## config.mk

```make
export PLATFORM = sky130hd
export DESIGN_NAME = controlador_irrigacao
export DESIGN_NICKNAME = d
export VERILOG_FILES = /design/src/rtl/controlador_irrigacao.sv
export SDC_FILE = /design/constraint.sdc
export NUM_CORES = 1
export LEC_CHECK = 0
export CAP_MARGIN = 20
export CORE_MARGIN = 8
export CORE_UTILIZATION = 25
export DETAILED_ROUTE_END_ITERATION = 8
export PLACE_DENSITY = 0.55
export REMOVE_ABC_BUFFERS = 1
export SKIP_CTS_REPAIR_TIMING = 1
export SLEW_MARGIN = 20
export SYNTH_ARGS = -nofsm -noshare
export SYNTH_HDL_FRONTEND = slang
export SYNTH_SLANG_ARGS = --single-unit
```

## constraint.sdc

```tcl
create_clock -name clk -period 10 [get_ports clk]
set_input_delay 2.5 -clock clk [delete_from_list [all_inputs] [get_ports clk]]
set_output_delay 2.5 -clock clk [all_outputs]
set_load 0.05 [all_outputs]
```

## src/rtl/controlador_irrigacao.sv

```systemverilog
// Irrigation zone sequencer: walks the zones in order, opens one valve at a
// time for that zone's BCD duration, counts it down on the 1 Hz tick, and
// inserts a settle gap between zones.
module controlador_irrigacao #(
    parameter int unsigned NUM_ZONES   = 4,
    parameter int unsigned GAP_SECONDS = 2
) (
    input  logic                   clk,
    input  logic                   reset,
    input  logic                   tick_1hz,
    input  logic                   start,
    input  logic                   abort,
    input  logic                   pause,
    input  logic                   sensor_wet,
    input  logic [NUM_ZONES-1:0]   zone_enable,
    input  logic [4*NUM_ZONES-1:0] dur_uni,
    input  logic [4*NUM_ZONES-1:0] dur_dez,
    output logic [NUM_ZONES-1:0]   valve,
    output logic                   busy,
    output logic                   done,
    output logic [2:0]             cur_zone,
    output logic [3:0]             uni_segundos,
    output logic [3:0]             dez_segundos,
    output logic                   error
);

    localparam int unsigned IDX_W = $clog2(NUM_ZONES + 1);
    localparam int unsigned GAP_W = 4;
    localparam logic [IDX_W-1:0] LAST_IDX = IDX_W'(NUM_ZONES);

    typedef enum logic [2:0] {
        S_IDLE,
        S_SELECT,
        S_RUN,
        S_PAUSED,
        S_GAP,
        S_DONE
    } state_t;

    state_t               state_q, state_d;
    logic [IDX_W-1:0]     idx_q, idx_d;
    logic [3:0]           uni_q, uni_d;
    logic [3:0]           dez_q, dez_d;
    logic [GAP_W-1:0]     gap_q, gap_d;
    logic [NUM_ZONES-1:0] valve_q, valve_d;
    logic                 busy_q, busy_d;
    logic                 done_q, done_d;
    logic                 error_q, error_d;

    logic [3:0]           sel_uni;
    logic [3:0]           sel_dez;
    logic                 sel_en;
    logic                 sel_bad;
    logic                 sel_skip;
    logic [IDX_W-1:0]     idx_inc;

    // Configuration of the zone currently addressed by idx
    always_comb begin
        sel_uni = '0;
        sel_dez = '0;
        sel_en  = 1'b0;
        for (int unsigned i = 0; i < NUM_ZONES; i++) begin
            if (idx_q == IDX_W'(i)) begin
                sel_uni = dur_uni[4*i +: 4];
                sel_dez = dur_dez[4*i +: 4];
                sel_en  = zone_enable[i];
            end
        end
        sel_bad  = (sel_uni > 4'd9) || (sel_dez > 4'd9);
        sel_skip = !sel_en || sel_bad || sensor_wet ||
                   ((sel_uni == 4'd0) && (sel_dez == 4'd0));
        idx_inc  = idx_q + IDX_W'(1);
    end

    // Next-state, countdown and registered-output logic
    always_comb begin
        state_d = state_q;
        idx_d   = idx_q;
        uni_d   = uni_q;
        dez_d   = dez_q;
        gap_d   = gap_q;
        done_d  = 1'b0;
        error_d = error_q;
        valve_d = '0;

        if (abort && (state_q != S_IDLE)) begin
            state_d = S_IDLE;
            idx_d   = '0;
            uni_d   = '0;
            dez_d   = '0;
            gap_d   = '0;
        end else begin
            case (state_q)
                S_IDLE: begin
                    if (start) begin
                        state_d = S_SELECT;
                        idx_d   = '0;
                        error_d = 1'b0;
                    end
                end
                S_SELECT: begin
                    if (idx_q == LAST_IDX) begin
                        state_d = S_DONE;
                        done_d  = 1'b1;
                        idx_d   = '0;
                    end else if (sel_skip) begin
                        idx_d = idx_inc;
                        if (sel_bad) error_d = 1'b1;
                    end else begin
                        uni_d   = sel_uni;
                        dez_d   = sel_dez;
                        state_d = S_RUN;
                    end
                end
                S_RUN: begin
                    // pause wins over a coincident tick
                    if (pause) begin
                        state_d = S_PAUSED;
                    end else if (tick_1hz) begin
                        if ((dez_q == 4'd0) && (uni_q == 4'd1)) begin
                            uni_d = 4'd0;
                            dez_d = 4'd0;
                            if (GAP_SECONDS == 0) begin
                                state_d = S_SELECT;
                                idx_d   = idx_inc;
                            end else begin
                                state_d = S_GAP;
                                gap_d   = GAP_W'(GAP_SECONDS);
                            end
                        end else if (uni_q == 4'd0) begin
                            uni_d = 4'd9;
                            dez_d = dez_q - 4'd1;
                        end else begin
                            uni_d = uni_q - 4'd1;
                        end
                    end
                end
                S_PAUSED: begin
                    if (!pause) state_d = S_RUN;
                end
                S_GAP: begin
                    if (gap_q == '0) begin
                        state_d = S_SELECT;
                        idx_d   = idx_inc;
                    end else if (tick_1hz) begin
                        gap_d = gap_q - GAP_W'(1);
                    end
                end
                S_DONE: begin
                    state_d = S_IDLE;
                    idx_d   = '0;
                end
                default: begin
                    state_d = S_IDLE;
                    idx_d   = '0;
                end
            endcase
        end

        busy_d = (state_d != S_IDLE);
        if (state_d == S_RUN) begin
            for (int unsigned i = 0; i < NUM_ZONES; i++) begin
                if (idx_d == IDX_W'(i)) valve_d[i] = 1'b1;
            end
        end
    end

    // State and output registers; reset closes valves immediately
    always_ff @(posedge clk or negedge reset) begin
        if (!reset) begin
            state_q <= S_IDLE;
            idx_q   <= '0;
            uni_q   <= '0;
            dez_q   <= '0;
            gap_q   <= '0;
            valve_q <= '0;
            busy_q  <= 1'b0;
            done_q  <= 1'b0;
            error_q <= 1'b0;
        end else begin
            state_q <= state_d;
            idx_q   <= idx_d;
            uni_q   <= uni_d;
            dez_q   <= dez_d;
            gap_q   <= gap_d;
            valve_q <= valve_d;
            busy_q  <= busy_d;
            done_q  <= done_d;
            error_q <= error_d;
        end
    end

    assign valve        = valve_q;
    assign busy         = busy_q;
    assign done         = done_q;
    assign cur_zone     = 3'(idx_q);
    assign uni_segundos = uni_q;
    assign dez_segundos = dez_q;
    assign error        = error_q;

endmodule

```

# Word level (Yosys, flattened, before mapping)
# Index checks and enable logic that the tools add are counted.
op_classes:
  addsub: 4
  n_mul: 0
  div: 0
  n_lt_le_gt_ge: 2
  n_eq_ne: 25
  shifts: 0
  n_mux: 64
  bitwise_logic: 1
  reduce_logical: 26
ops:
  columns: ["op", "n"]
  rows:
  - ["4-bit 2-to-1 mux", 29]
  - ["3-bit 2-to-1 mux", 14]
  - ["4-bit one-hot mux with 2 select lines", 3]
  - ["3-bit by 2-bit equality test with 1-bit output (second input constant)", 7]
  - ["3-bit != test (second input constant)", 7]
  - ["4-bit zero test", 5]
  - ["6-bit AND reduction", 3]
  - ["1-bit 2-to-1 mux", 15]
  - ["3-bit one-hot mux with 5 select lines", 1]
  - ["3-bit one-hot mux with 4 select lines", 1]
  - ["3-bit nonzero test", 4]
  - ["4-bit by 1-bit subtractor with 4-bit output (second input constant)", 3]
  - ["3-bit by 1-bit equality test with 1-bit output (second input constant)", 3]
  - ["3-bit zero test", 3]
  - ["4-bit greater-than comparator (second input constant)", 2]
  - ["2-bit != test (second input constant)", 4]
  - ["3-bit equality test (second input constant)", 2]
  - ["5-bit AND reduction", 1]
  - ["4-bit by 1-bit equality test with 1-bit output (second input constant)", 1]
  - ["1-bit logical OR", 4]
  - ["4-bit != test (second input constant)", 1]
  - ["3-bit by 1-bit adder with 3-bit output (second input constant)", 1]
  - ["1-bit logical AND", 3]
  - ["1-bit one-hot mux with 2 select lines", 1]
  - ["other kinds (4)", 4]
totals:
  reg_bits: 25
  latchBits: 0
  mem_bits_rw: 0
  rom_bits: 0
  in_bits: 43
  word_cells: 131
  n_memories: 0

# Depth between registers and ports, before layout
# Gate-level depths: netlist of the first run.
depth:
  ltp_word: 17
  mapped_depth: 14

# Worst setup path before layout of the first run
# Ideal clock, no wire load.
synth_path:
  path_type: "input -> register"
  startpoint: "input port dur_uni[7]"
  endpoint: "register dez_q[0] (netlist: dez_segundos[0])"
  arrival_time_ns: 4.668
  t_required_ns: 9.875
  slack_ns: 5.207
  cell_stages: 8
  n_path_buf: 1
  cell_sequence: "a221o_1 a32o_1 a21boi_1 or3_1 buf_2 o31a_1 nor3_1 mux2_2"
synth_via:
  elab_chain_cells: 10
synth_rtl:
  columns: ["item", "line_no", "source"]
  rows:
  - ["from (decl)", "16", "input logic [4*NUM_ZONES-1:0] dur_uni,"]
  - ["4-bit 2-to-1 mux (*) (3 in series)", "63", "if (idx_q == IDX_W'(i)) begin"]
  - ["4-bit greater-than comparator", "69", "sel_bad = (sel_uni > 4'd9) || (sel_dez > 4'd9);"]
  - ["1-bit logical OR", "69", null]
  - ["1-bit logical OR (2 in series)", "70", "sel_skip = !sel_en || sel_bad || sensor_wet ||"]
  - ["1-bit logical OR (*)", "70", null]
  - ["3-bit != test (no source line) (*)", null, null]
  - ["6-bit AND reduction (no source line) (*)", null, null]
  - ["to (signal assigned)", "184", "dez_q <= dez_d;"]
  - ["to (decl)", "43", "logic [3:0] dez_q, dez_d;"]
# Every way passes the cells marked *; elsewhere a longest branch is shown, timed or not.
# A chain may end at the register's enable or synchronous reset.

# Final worst setup path of the first run
# Ends and elaborated chain as after synthesis.

==> results.toml, run 1 <==
[status]
status = "finished, final reports clean"

[min_path]
hp-start = "gap_q[0]$_DFFE_PN0P_"
hold_path_depth = 1
holdPathEnd = "gap_q[0]$_DFFE_PN0P_"
hold_path_class = "flop to flop"

[final_layout]
nets = 348
layout.cells.non_filler = 398
syn2layout_area_growth_pct = 36.0
diodes = 0
utilization_pct = 34.9
drive_gt1_share_pct = 4.73

[die]
die_x_microns = 105
std_cell_rows = 32
initial_core_util_pct = 25.7
die_h_microns = 105
coreArea_sq_um = 7690
die_area_sq_um = 11000
ioPinCount = 61

[run]
maxCapViolations = 0

[logic_synthesis]
synthTopCellsByArea = "dfrtp_1, nor2_1, ha_1, o21ai_0, nand2_1"
synthesis.yosys.warnings = 0
synth_area_sq_um = 1970
syn_avg_cell_area_sq_um = 8.09
async_flop_share_pct = 100
synth_edf_count = 0
synthDistinctLibCells = 52
ys_top_cells_by_count = "nor2_1, dfrtp_1, nand2_1"
synth_top_area_share_pct = 31.7
synth_most_common_cell = "nor2_1"
ys_seq_elements = 25
synth-seq-area-share_pct = 31.7
synthFlopType = "dfrtp_1"
yosysTopAreaCell = "dfrtp_1"
synthCells = 244

[detailed_routing]
drtIter0Drc = 80
routedWlPerCell_microns = 15.2
first_pass_iters = 4
ant_nets = 0
drcViolationCount = 0
viasPerCell = 5.13
wirelength_microns = 6040
vias = 2041

[worst_setup_path]
r2r_start = "cur_zone[0]$_DFF_PN0_"
crit_fanout = 7
reg2reg_to = "dez_segundos[0]$_DFFE_PN0P_"
cp_data_arrival_time_ns = 5.26
worstSetupEndpointType = "flop"
ff2ff_path_depth = 10
crit_type = "primary input to flop"
crit_path_start_kind = "primary input"
r2r_setup_slack_ns = 6.35
cp_data_required_time_ns = 10.16

[sta]
rsz0062_at_grt = "false"
setup_violations = 0
slew_viol_final = 0
period_share_pct = 51.0
worst_slew_pin_slew_ns = 0.710
min_period_ns = 5.10
holdWs_ns = 0.528
max-slew-margin-rel_pct = 52.3
fmax_ghz = 0.196
fin_skew_ns = 0.00536
setup_tns_ns = 0
hold_viol = 0

[clock_tree]
clk_pin_slew_worst_paths_ns = 0.09
clockBufferDepth = 2
clk-insertion-delay-late_ns = 0.27
cts.root.buffer_cell = "clkbuf_8"
cts.sinks = 25
htree_levels = 1
numCtsBuffers = 3
cts_tree = "done"

[grt]
grt_usage_pct = 11.2
grt_antenna_before_repair = 0
globalRouteOverflowTotal = 0
grt_pass1_wl_microns = 10300
grt_max_degree = 26
grt_pass1_vias = 2043

[placement]
gp_congestion = 0.905
detailed_place_hpwl_microns = 4830
place_inst = 394
port_buffers = 60

[pwr]
leakage_uw = 0.00104
vdd_drop_max_v = 0.0000901
power_density_nw_per_um2 = 268
total_power_uw = 719
state kept, by name, indices dropped and copies added (netlist names):
| name | flops |
|---|---|
| dez_segundos | 4 |
| gap_q | 4 |
| uni_segundos | 4 |
| valve | 4 |
| cur_zone | 3 |
| state_q | 3 |
| busy | 1 |
| done | 1 |
| error | 1 |
final cells by class:
type | count | area, sq um
clock buffers | 3 | 41.3
clock inverters | 1 | 7.51
multi-input cells | 193 | 1220
inverters | 13 | 48.8
flip-flops and latches | 25 | 626
repair buffers | 61 | 608
fillers | 813 | 5000
well taps | 102 | 128
cell families (layout without fill, tap and decap cells):
family | Yosys count | in the layout | synth area share [%]
mux | 4 | 4 | 2.35
buf+inv | 26 | 78 | 6.21
fa+ha+maj | 8 | 8 | 5.07
flops | 25 | 25 | 31.7
simple gates | 103 | 103 | 26.2
compound gates | 78 | 78 | 28.5
metal layers:
layer,wire (microns),vias up,part of all wire (%),track usage (%)
met5,0,-,0,0
met4,52,0,0.86,2.45
met3,440,4,7.3,3.50
met2,2630,63,44,17.1
met1,2910,962,48,14.9
li1,-,1012,-,-
power breakdown:
group | internal [uW] | switching [uW]
clock | 28.3 | 33.7
sequential | 129 | 38.1
combinational | 192 | 299
worst max-delay path by stage:
| stage | start | endpoint | depth (start not counted) |
|---|---|---|---|
| 2_1_floorplan | dur_uni[7] | dez_segundos[0]$_DFFE_PN0P_ | 7 |
| 3_3_place_gp | dur_uni[7] | dez_segundos[0]$_DFFE_PN0P_ | 8 |
| 3_5_place_dp | dur_uni[7] | dez_segundos[0]$_DFFE_PN0P_ | 8 |
| 4_1_cts | dur_uni[7] | dez_segundos[0]$_DFFE_PN0P_ | 8 |
| 5_1_grt | dur_uni[6] | dez_segundos[0]$_DFFE_PN0P_ | 8 |
| 6_report | dur_uni[7] | dez_segundos[0]$_DFFE_PN0P_ | 8 |
cell usage in the layout (no fill, tap or decap), types with 4 or more instances in the layout:
cell type,synthesis,final
nor4_1,4,4
nand2b_1,10,10
nor3_1,9,9
ha_1,8,8
a221o_1,5,5
or2_2,4,4
o31a_1,4,4
o21ai_0,16,16
clkdlybuf4s50_1,0,60
a22oi_1,7,7
a21oi_1,11,11
dfrtp_1,25,25
nand2_1,21,21
nor2_1,32,32
o31ai_1,5,5
or3_1,6,6
a32oi_1,4,4
inv_1,13,13
critical path, stage by stage:
cell and delay (ns):
clkdlybuf4s50_1 0.40, a221o_1 0.35, a32o_1 0.25, a21boi_1 0.14, or3_1 0.50, o31a_1 0.40
nor3_1 0.33, mux2_2 0.38
through the flow:
| stage | worst slack [ns] | cell area (sq um) |
|---|---|---|
| after CTS | 4.91 | 2680 |
| final | 4.90 | 2680 |
| after detailed placement | 4.62 | 2640 |
| after floorplan | 5.23 | 1900 |
| after global placement | 4.67 | 2640 |
| after global routing | 4.76 | 2680 |
Power figures use the tool's default switching activity.
==> run 2, diff against run 1 <==
clock period = 4.9 ns   (was 10 ns; I/O delays follow)
==> results.toml, run 2 (same netlist as run 1, synthesis figures left out) <==
[die]
ioPinCount = 61
die_x_microns = 105
coreArea_sq_um = 7690
std_cell_rows = 32
die_h_microns = 105
initial_core_util_pct = 25.7
die_area_sq_um = 11000

[sta]
setup_tns_ns = 0
max-slew-margin-rel_pct = 54.7
holdWs_ns = 0.521
fin_skew_ns = 0.00533
fmax_ghz = 0.261
slew_viol_final = 0
hold_viol = 0
rsz0062_at_grt = "false"
period_share_pct = 78.3
setup_violations = 0
min_period_ns = 3.84
worst_slew_pin_slew_ns = 0.675

[min_path]
hold_path_class = "flop to flop"

[clock_tree]
htree_levels = 1
clk_pin_slew_worst_paths_ns = 0.09
cts.root.buffer_cell = "clkbuf_8"
cts_tree = "done"
cts.sinks = 25
clockBufferDepth = 2
clk-insertion-delay-late_ns = 0.27
numCtsBuffers = 3

[grt]
grt_usage_pct = 11.0
grt_pass1_wl_microns = 10100
grt_pass1_vias = 2016
globalRouteOverflowTotal = 0
grt_antenna_before_repair = 0
grt_max_degree = 26

[final_layout]
fill_cells = 819
drive_gt1_share_pct = 4.39
nets = 348
diodes = 0
layout.cells.non_filler = 398
seq_area_sq_um = 626
syn2layout_area_growth_pct = 35.8
utilization_pct = 34.9
mostFrequentLayoutCell = "clkdlybuf4s50_1"
multi_input_area_sq_um = 1220
layout_common_cells = "clkdlybuf4s50_1, nor2_1, dfrtp_1"

[detailed_routing]
drtIter0Drc = 68
first_pass_iters = 4
wirelength_microns = 6100
drcViolationCount = 0
routedWlPerCell_microns = 15.3
vias = 2027
viasPerCell = 5.09
ant_nets = 0

[status]
status = "finished, final reports clean"

[worst_setup_path]
crit_buf_inv = 1
cp_top_family = "compound AO/OA/AOI/OAI gates"
crit_path_start_kind = "primary input"
r2r_setup_slack_ns = 1.22
cp_slowest_cell = "or3_1"
slowest_delay_ns = 0.50
crit_type = "primary input to flop"
crit_fanout = 7
worstSetupEndpointType = "flop"
path_cells = "clkdlybuf4s50_1, a221o_1, a32o_1, a21boi_1, or3_1, o31a_1, nor3_1, mux2_2"
cp_data_required_time_ns = 5.06
cp_data_arrival_time_ns = 4.00

[placement]
port_buffers = 60
gp_congestion = 0.906
detailed_place_hpwl_microns = 4820
place_inst = 394

[run]
maxCapViolations = 0

[pwr]
power_density_nw_per_um2 = 547
vdd_drop_max_v = 0.000190
leakage_uw = 0.00104
## run 2: stage by stage
stage	area, sq um	total power, uW	setup slack [ns]
final	2680	1470	1.06
after CTS	2680	1480	1.06
after detailed placement	2640	1350	0.763
after global routing	2680	1600	0.935
after floorplan	1900	1040	1.35
after global placement	2640	1340	0.843
## run 2: power breakdown
part / internal (uW) / switching (uW)
combinational: 391 / 610
sequential: 263 / 77.7
clock: 58.2 / 65.6
total: 713 / 753
## run 2: final timing paths
path / start / end / cells past startpoint
hold reg to reg: gap_q[0]$_DFFE_PN0P_ / gap_q[0]$_DFFE_PN0P_ / 1
max in group asynchronous: reset / done$_DFF_PN0_ / 2
setup / recovery: dur_uni[7] / dez_segundos[0]$_DFFE_PN0P_ / 8
min in group asynchronous: reset / dez_segundos[1]$_DFFE_PN0P_ / 2
hold / removal: gap_q[0]$_DFFE_PN0P_ / gap_q[0]$_DFFE_PN0P_ / 1
setup reg to reg: cur_zone[0]$_DFF_PN0_ / dez_segundos[0]$_DFFE_PN0P_ / 10
## run 2: area by class of cell
| class | count | share of cell area, % |
|---|---|---|
| multi-input combinational | 193 | 45.7 |
| sequential | 25 | 23.3 |
| timing repair buffer | 61 | 22.7 |
| tap | 102 | 4.76 |
| inverter | 13 | 1.82 |
| clock buffer | 4 | 1.68 |
## run 2: worst reg2reg max path, stage by stage, from the launching register on
cell      delay (ns)
dfrtp_1         0.48
ha_1            0.19
ha_1            0.43
nor2_1          0.25
nand2_1         0.16
o221ai_1        0.20
o21a_1          0.24
or3_1           0.47
o31a_1          0.41
nor3_1          0.34
mux2_2          0.39
## run 2: layer usage
layer  vias to the layer above  global-route usage (%)  share of wire [%]
li1                       1020                       -                  -
met1                       938                    14.6                 47
met2                        64                    17.0                 44
met3                         5                    3.50                7.9
met4                         0                    2.24               0.74
met5                         -                       0                  0
==> run 3, diff against run 2 <==
clock period = 4 ns   (was 4.9 ns; I/O delays follow)
==> results.toml, run 3 (same netlist as run 1, synthesis figures left out) <==
[worst_setup_path]
crit_fanout = 12
worstSetupEndpointType = "flop"
cp_slowest_cell = "dfrtp_1"
slowest_delay_ns = 0.48
cp_data_required_time_ns = 4.16
crit_type = "flop to flop"
cp_data_arrival_time_ns = 3.66
path_cells = "ha_1, ha_1, nor2_2, o21ai_0, o21ai_0, nor4_1, and2_1, o31a_1, nor3_1, mux2_2"
crit_buf_inv = 0
cp_top_family = "simple AND/OR/NAND/NOR gates"
crit_path_start_kind = "flop"

[pwr]
total_power_uw = 1820
power_density_nw_per_um2 = 672
leakage_uw = 0.00105
vdd_drop_max_v = 0.000250

[grt]
grt_max_degree = 26
grt_use_met1_pct = 15.6
grt_usage_pct = 11.1
grt_pass1_vias = 2045
grt_busiest_layer = "met2"
grtUsageMet2_pct = 16.3
grt_antenna_before_repair = 0
globalRouteOverflowTotal = 0
grt_use_met3_pct = 3.26
grt_pass1_wl_microns = 10200

[sta]
slew_viol_final = 0
max-slew-margin-rel_pct = 56.3
setup_tns_ns = 0
rsz0062_at_grt = "false"
holdWs_ns = 0.524
setup_violations = 0
period_share_pct = 87.3
fin_skew_ns = 0.0102
min_period_ns = 3.49
fmax_ghz = 0.286
worst_slew_pin_slew_ns = 0.652
hold_viol = 0

[final_layout]
layout_common_cells = "clkdlybuf4s50_1, nor2_1, dfrtp_1"
syn2layout_area_growth_pct = 37.3
nets = 351
mostFrequentLayoutCell = "clkdlybuf4s50_1"
diodes = 0
drive_gt1_share_pct = 6.02

[die]
die_area_sq_um = 11000
ioPinCount = 61
coreArea_sq_um = 7690
die_x_microns = 105
std_cell_rows = 32
die_h_microns = 105
initial_core_util_pct = 25.7

[detailed_routing]
drcViolationCount = 0
viasPerCell = 5.10
vias = 2045
routedWlPerCell_microns = 15.1
wirelength_microns = 6070
first_pass_iters = 4
drtIter0Drc = 127
ant_nets = 0

[clock_tree]
clk-insertion-delay-late_ns = 0.28
clk_pin_slew_worst_paths_ns = 0.10
cts_tree = "done"
cts.sinks = 25
htree_levels = 1
numCtsBuffers = 3
cts.root.buffer_cell = "clkbuf_8"
clockBufferDepth = 2

[run]
maxCapViolations = 0

[status]
status = "finished, final reports clean"

[placement]
gp_congestion = 0.890
port_buffers = 60
detailed_place_hpwl_microns = 4790

[min_path]
hold_path_class = "flop to flop"
[run 3: cell count changes in the layout (fill, tap and decap cells not counted), sizes merged]
| cell | previous run | this run |
|---|---|---|
| clkinvlp | 0 | 1 |
| clkbuf | 4 | 3 |
| buf | 1 | 4 |
[run 3: where the power goes]
| part | internal, uW | switching [uW] |
|---|---|---|
| registers | 323 | 89.0 |
| logic | 493 | 757 |
| clock network | 70.8 | 89.1 |
| total | 887 | 935 |
[run 3: worst paths after layout]
check / slack (ns) / start / cells after the start / to
max reg2reg: 0.51 / cur_zone[0]$_DFF_PN0_ / 10 / dez_segundos[0]$_DFFE_PN0P_
min: 0.52 / gap_q[0]$_DFFE_PN0P_ / 1 / gap_q[0]$_DFFE_PN0P_
min reg2reg: 0.52 / gap_q[0]$_DFFE_PN0P_ / 1 / gap_q[0]$_DFFE_PN0P_
max in group asynchronous: 2.67 / reset / 2 / error$_DFFE_PN0P_
min in group asynchronous: 1.08 / reset / 2 / busy$_DFF_PN0_
max: 0.51 / cur_zone[0]$_DFF_PN0_ / 10 / dez_segundos[0]$_DFFE_PN0P_
[run 3: layer usage]
metal  vias to the layer above  wire length [microns]
li1                       1022                      -
met1                       956                   2970
met2                        65                   2680
met3                         2                    385
met4                         0                     29
met5                         -                      0
[run 3: layout make-up]
class                   count  area [sq um]
repair buffers             64           631
well taps                 102           128
inverters                  13          48.8
fillers                   830          4980
clock buffers               3          41.3
flip-flops and latches     25           626
clock inverters             1          7.51
multi-input cells         193          1230
[run 3: per-stage QoR]
stage | instance area (sq um) | worst slack (ns) | util [%] | std cells
6_report | 2710 | 0.507 | 35.2 | 401
5_1_grt | 2710 | 0.177 | 35.2 | 401
4_1_cts | 2710 | 0.338 | 35.2 | 401
3_5_place_dp | 2660 | 0.251 | 34.6 | 397
3_3_place_gp | 2660 | 0.305 | 34.6 | 397
2_1_floorplan | 1900 | 0.452 | - | 231
==> edit 1, RTL diff (settings of run 2) <==
The 6 states of `state_t` get a one-hot encoding in 6 bits.
--- a/src/rtl/controlador_irrigacao.sv
+++ b/src/rtl/controlador_irrigacao.sv
@@ -29,11 +29,11 @@
     localparam logic [IDX_W-1:0] LAST_IDX = IDX_W'(NUM_ZONES);
 
-    typedef enum logic [2:0] {
-        S_IDLE,
-        S_SELECT,
-        S_RUN,
-        S_PAUSED,
-        S_GAP,
-        S_DONE
+    typedef enum logic [5:0] {
+        S_IDLE   = 6'b000001,
+        S_SELECT = 6'b000010,
+        S_RUN    = 6'b000100,
+        S_PAUSED = 6'b001000,
+        S_GAP    = 6'b010000,
+        S_DONE   = 6'b100000
     } state_t;
 
Formal check against the unedited RTL: no difference found for any inputs over 4 cycles, from zero or initial values and one cycle with reset low; so few cycles prove little.
==> edit 1 against run 2 <==
Area after synthesis up 7.4%; fmax up 19%; synthesized cell count grew 2.5%; routed wire length increased by 4.2%; total power is 25% lower; setup slack gained 610 ps; worst hold slack improved by 36 ps; final cell count grew 3.5%; critical endpoint is now valve[3]$_DFF_PN0_; combinational power down 41%; sequential power fell by 7.3%; cell area increased by 7.1%; sequential cell count up 3; highest routed layer unchanged; utilization up 0.069 points.
==> edit 1: results (changes against run 2) <==
<table>
<tr><th>Metric</th><th>Value</th></tr>
<tr><th colspan="2">Status</th></tr>
<tr><td>Result of the run</td><td>complete, no violations (unchanged)</td></tr>
<tr><th colspan="2">STA</th></tr>
<tr><td>Worst setup skew after layout</td><td>2.77 ps (was 5.33 ps)</td></tr>
<tr><td>Worst slew pin tran</td><td>848 ps (was 675 ps)</td></tr>
<tr><th colspan="2">Setup path</th></tr>
<tr><td>Flop-to-flop setup slack</td><td>1680 ps (was 1220 ps)</td></tr>
<tr><td>Worst setup path startpoint</td><td>dur_dez[7] (was dur_uni[7])</td></tr>
<tr><td>CP max-delay cell</td><td>sky130_fd_sc_hd__clkdlybuf4s50_1 (was sky130_fd_sc_hd__or3_1)</td></tr>
<tr><td>Largest stage delay on the critical path</td><td>420 ps (was 500 ps)</td></tr>
<tr><td>Highest fanout seen on the critical path</td><td>5 (was 7)</td></tr>
<tr><td>CP Capture Point</td><td>valve[3]$_DFF_PN0_ (was dez_segundos[0]$_DFFE_PN0P_)</td></tr>
<tr><th colspan="2">Final layout</th></tr>
<tr><td>Non-filler instance count after layout</td><td>412 (was 398)</td></tr>
<tr><td>Fraction of layout cells with a size suffix above 1</td><td>10.4% (was 4.39%)</td></tr>
<tr><th colspan="2">Placed design</th></tr>
<tr><td>RD Place Congestion</td><td>0.812 (was 0.906)</td></tr>
<tr><td>Post-placement cell count</td><td>408 (was 394)</td></tr>
<tr><td>Estimated wirelength of the detail-placed design</td><td>4930 microns (was 4820 microns)</td></tr>
<tr><th colspan="2">Power</th></tr>
<tr><td>P_seq</td><td>316 uW (was 341 uW)</td></tr>
<tr><td>Leakage Power</td><td>1.11 nW (was 1.04 nW)</td></tr>
<tr><td>Share of total power consumed by net switching</td><td>43.8% (was 51.4%)</td></tr>
<tr><th colspan="2">Global routing</th></tr>
<tr><td>Met1 demand-to-capacity share in global routing</td><td>14.3% (was 14.6%)</td></tr>
<tr><td>Fraction of met3 tracks used by global routing</td><td>2.38% (was 3.50%)</td></tr>
<tr><td>Combined global-route utilization of all metal layers</td><td>10.9% (was 11.0%)</td></tr>
<tr><td>Vias in the first global route</td><td>2064 (was 2016)</td></tr>
<tr><td>GRT met2 Usage</td><td>18.7% (was 17.0%)</td></tr>
<tr><td>Maximum number of pins on one net before global-route repair</td><td>29 (was 26)</td></tr>
<tr><th colspan="2">Worst hold path</th></tr>
<tr><td>Number of cells traversed by the worst hold path</td><td>2 (was 1)</td></tr>
<tr><th colspan="2">Logic synthesis</th></tr>
<tr><td>Synthesized-area fraction occupied by ao, oa, aoi and oai cells</td><td>26.5% (was 28.5%)</td></tr>
<tr><td>Number of distinct standard cells referenced by the synthesized netlist</td><td>61 (was 52)</td></tr>
<tr><td>Adder-cell area share of the yosys netlist</td><td>4.13% (was 5.07%)</td></tr>
<tr><td>Fraction of the yosys area taken by sequential cells</td><td>33.1% (was 31.7%)</td></tr>
<tr><th colspan="2">Route</th></tr>
<tr><td>Violation count after the first detailed-route iteration</td><td>69 (was 68)</td></tr>
</table>
==> edit 1: cell type report <==
| type | count | share of cell area, % |
|---|---|---|
| repair buffers | 62 | 21.4 |
| clock buffers | 3 | 1.44 |
| clock inverters | 1 | 1.05 |
| flip-flops and latches | 28 | 24.5 |
| inverters | 12 | 1.57 |
| well taps | 105 | 4.58 |
| multi-input cells | 201 | 45.5 |
==> edit 1: per-stage QoR <==
| stage | utilization (%) | setup slack (ps) | cell area [sq um] | hold WS (ps) |
|---|---|---|---|---|
| floorplan | - | 1820 | 2050 | 504 |
| global placement | 34.1 | 1440 | 2800 | 534 |
| detailed placement | 34.1 | 1350 | 2800 | 530 |
| CTS | 34.9 | 1650 | 2870 | 571 |
| global route | 34.9 | 1360 | 2870 | 604 |
| finish | 34.9 | 1670 | 2870 | 557 |
==> edit 1: routing by layer <==
metal  vias to the layer above  part of all wire (%)
met2                        44                    48
met5                         -                     0
li1                       1029                     -
met3                         2                   5.3
met4                         0                  0.39
met1                       939                    47
==> edit 2, RTL diff (flow settings as in run 2) <==
Without the edit above. Change the localparam `GAP_W` from 4 to 6.
--- a/src/rtl/controlador_irrigacao.sv
+++ b/src/rtl/controlador_irrigacao.sv
@@ -26,5 +26,5 @@
 
     localparam int unsigned IDX_W = $clog2(NUM_ZONES + 1);
-    localparam int unsigned GAP_W = 4;
+    localparam int unsigned GAP_W = 6;
     localparam logic [IDX_W-1:0] LAST_IDX = IDX_W'(NUM_ZONES);
 
Check against the original RTL: same outputs for any inputs over 4 cycles, from zero or initial values and one cycle with reset low; that may be too few to reach the edited logic, so the function may still have changed.
==> edit 2 against run 2 <==
Global-route usage grew 0.32 points; cell area grew 3.1%; non-clock buffer count grew 1; worst hold slack gained 54 ps; setup slack gained 260 ps; sequential power grew 10%; die area grew 1.9%; routed wire length grew 1.9%; clock skew shrank 1.7 ps; final cell count grew 2.8%; sequential cell count grew 2; area after synthesis grew 2.3%; total power grew 9.2%; critical endpoint is now dez_segundos[1]$_DFFE_PN0P_.
==> edit 2: results (changes against run 2) <==
<table>
<tr><th>Metric</th><th>Value</th></tr>
<tr><th colspan="2">Placed design</th></tr>
<tr><td>Post-placement cell count</td><td>405 (was 394)</td></tr>
<tr><td>RD Place Congestion</td><td>0.830 (was 0.906)</td></tr>
<tr><td>Area of placed instances</td><td>2720 sq um (was 2640 sq um)</td></tr>
<tr><th colspan="2">Setup path</th></tr>
<tr><td>Highest fanout seen on the critical path</td><td>4 (was 7)</td></tr>
<tr><td>Reg-to-reg endpoint</td><td>valve[3]$_DFF_PN0_ (was dez_segundos[0]$_DFFE_PN0P_)</td></tr>
<tr><td>Arrival time at the worst endpoint</td><td>3740 ps (was 4000 ps)</td></tr>
<tr><td>Required @ worst endpoint</td><td>5070 ps (was 5060 ps)</td></tr>
<tr><td>Largest stage delay on the critical path</td><td>400 ps (was 500 ps)</td></tr>
<tr><th colspan="2">Final layout</th></tr>
<tr><td>FILL cells</td><td>836 (was 819)</td></tr>
<tr><td>Final net count</td><td>359 (was 348)</td></tr>
<tr><th colspan="2">Worst hold path</th></tr>
<tr><td>Hold Crit Endpoint</td><td>error$_DFFE_PN0P_ (was gap_q[0]$_DFFE_PN0P_)</td></tr>
<tr><td>Origin of the worst min-delay path</td><td>error$_DFFE_PN0P_ (was gap_q[0]$_DFFE_PN0P_)</td></tr>
<tr><td>Number of cells traversed by the worst hold path</td><td>2 (was 1)</td></tr>
<tr><th colspan="2">Status</th></tr>
<tr><td>Result of the run</td><td>complete, no violations (unchanged)</td></tr>
<tr><th colspan="2">Route</th></tr>
<tr><td>Overall via count from detail_route</td><td>2106 (was 2027)</td></tr>
<tr><td>Aggregate routed wire length</td><td>6210 microns (was 6100 microns)</td></tr>
<tr><td>First-pass detailed-route iteration total</td><td>5 (was 4)</td></tr>
<tr><th colspan="2">Logic synthesis</th></tr>
<tr><td>Cells taking the most area after synthesis</td><td>sky130_fd_sc_hd__dfrtp_1 (33%), sky130_fd_sc_hd__o21ai_0 (5.7%), sky130_fd_sc_hd__nor2_1 (5.4%), sky130_fd_sc_hd__ha_1 (5.0%), sky130_fd_sc_hd__nand2_1 (4.6%) (was sky130_fd_sc_hd__dfrtp_1 (32%), sky130_fd_sc_hd__nor2_1 (6.1%), sky130_fd_sc_hd__ha_1 (5.1%), sky130_fd_sc_hd__o21ai_0 (4.1%), sky130_fd_sc_hd__nand2_1 (4.0%))</td></tr>
<tr><td>Fraction of the yosys area taken by sequential cells</td><td>33.5% (was 31.7%)</td></tr>
<tr><td>Area fraction of the dominant cell type after synthesis</td><td>33.5% (was 31.7%)</td></tr>
<tr><th colspan="2">Global routing</th></tr>
<tr><td>Combined global-route utilization of all metal layers</td><td>11.3% (was 11.0%)</td></tr>
<tr><td>GRT met2 Usage</td><td>17.6% (was 17.0%)</td></tr>
<tr><td>Vias in the first global route</td><td>2135 (was 2016)</td></tr>
<tr><td>Met1 demand-to-capacity share in global routing</td><td>15.3% (was 14.6%)</td></tr>
<tr><th colspan="2">STA</th></tr>
<tr><td>Worst setup skew after layout</td><td>3.62 ps (was 5.33 ps)</td></tr>
</table>
edit 2: metrics by stage:
stage               setup slack (ps)  utilization, %  hold slack (ps)
detailed placement              1060            35.0              559
floorplan                       1690               -              513
CTS                             1350            35.6              579
global placement                1110            35.0              543
global route                    1060            35.6              599
finish                          1320            35.6              575
edit 2: how the worst max path moves through the flow:
stage | to | startpoint | depth (start not counted)
after floorplan | cur_zone[2]$_DFF_PN0_ | cur_zone[0]$_DFF_PN0_ | 10
after global placement | valve[3]$_DFF_PN0_ | dur_dez[6] | 8
after detailed placement | dez_segundos[1]$_DFFE_PN0P_ | dur_uni[6] | 8
after CTS | dez_segundos[1]$_DFFE_PN0P_ | dur_dez[7] | 8
after global routing | valve[2]$_DFF_PN0_ | cur_zone[0]$_DFF_PN0_ | 10
final | dez_segundos[1]$_DFFE_PN0P_ | dur_uni[6] | 8
edit 2: power by group:
group	internal (mW)	total (mW)	switching, mW
clock network	0.0571	0.130	0.0733
registers	0.293	0.375	0.0827
logic	0.414	1.10	0.681
total	0.764	1.60	0.837
edit 2: layer usage:
layer,routed length (microns),up-vias
met5,0,-
met4,26,0
met3,513,2
met2,2800,79
met1,2870,987
li1,-,1038
edit 2: logic make-up after synthesis:
| family | count (synthesis) | synth area share, % |
|---|---|---|
| simple gates | 101 | 24.6 |
| compound gates | 86 | 29.7 |
| fa+ha+maj | 8 | 4.96 |
| xor+xnor | 3 | 1.30 |
| buf+inv | 22 | 4.84 |
| mux | 2 | 1.12 |
| flops | 27 | 33.5 |
edit 2: worst min-delay path, cell delays in order, from the launching register on:
cell                      delay, ps
sky130_fd_sc_hd__dfrtp_1        380
sky130_fd_sc_hd__a21oi_1         50
sky130_fd_sc_hd__a21oi_1        110
edit 2: final cells by class:
type                    count  area (sq um)  share of cell area, %
clock buffers               3          41.3                   1.49
clock inverters             1          5.00                  0.181
inverters                  14          52.6                   1.90
multi-input cells         200          1240                   45.1
flip-flops and latches     27           676                   24.5
well taps                 102           128                   4.62
repair buffers             62           616                   22.3
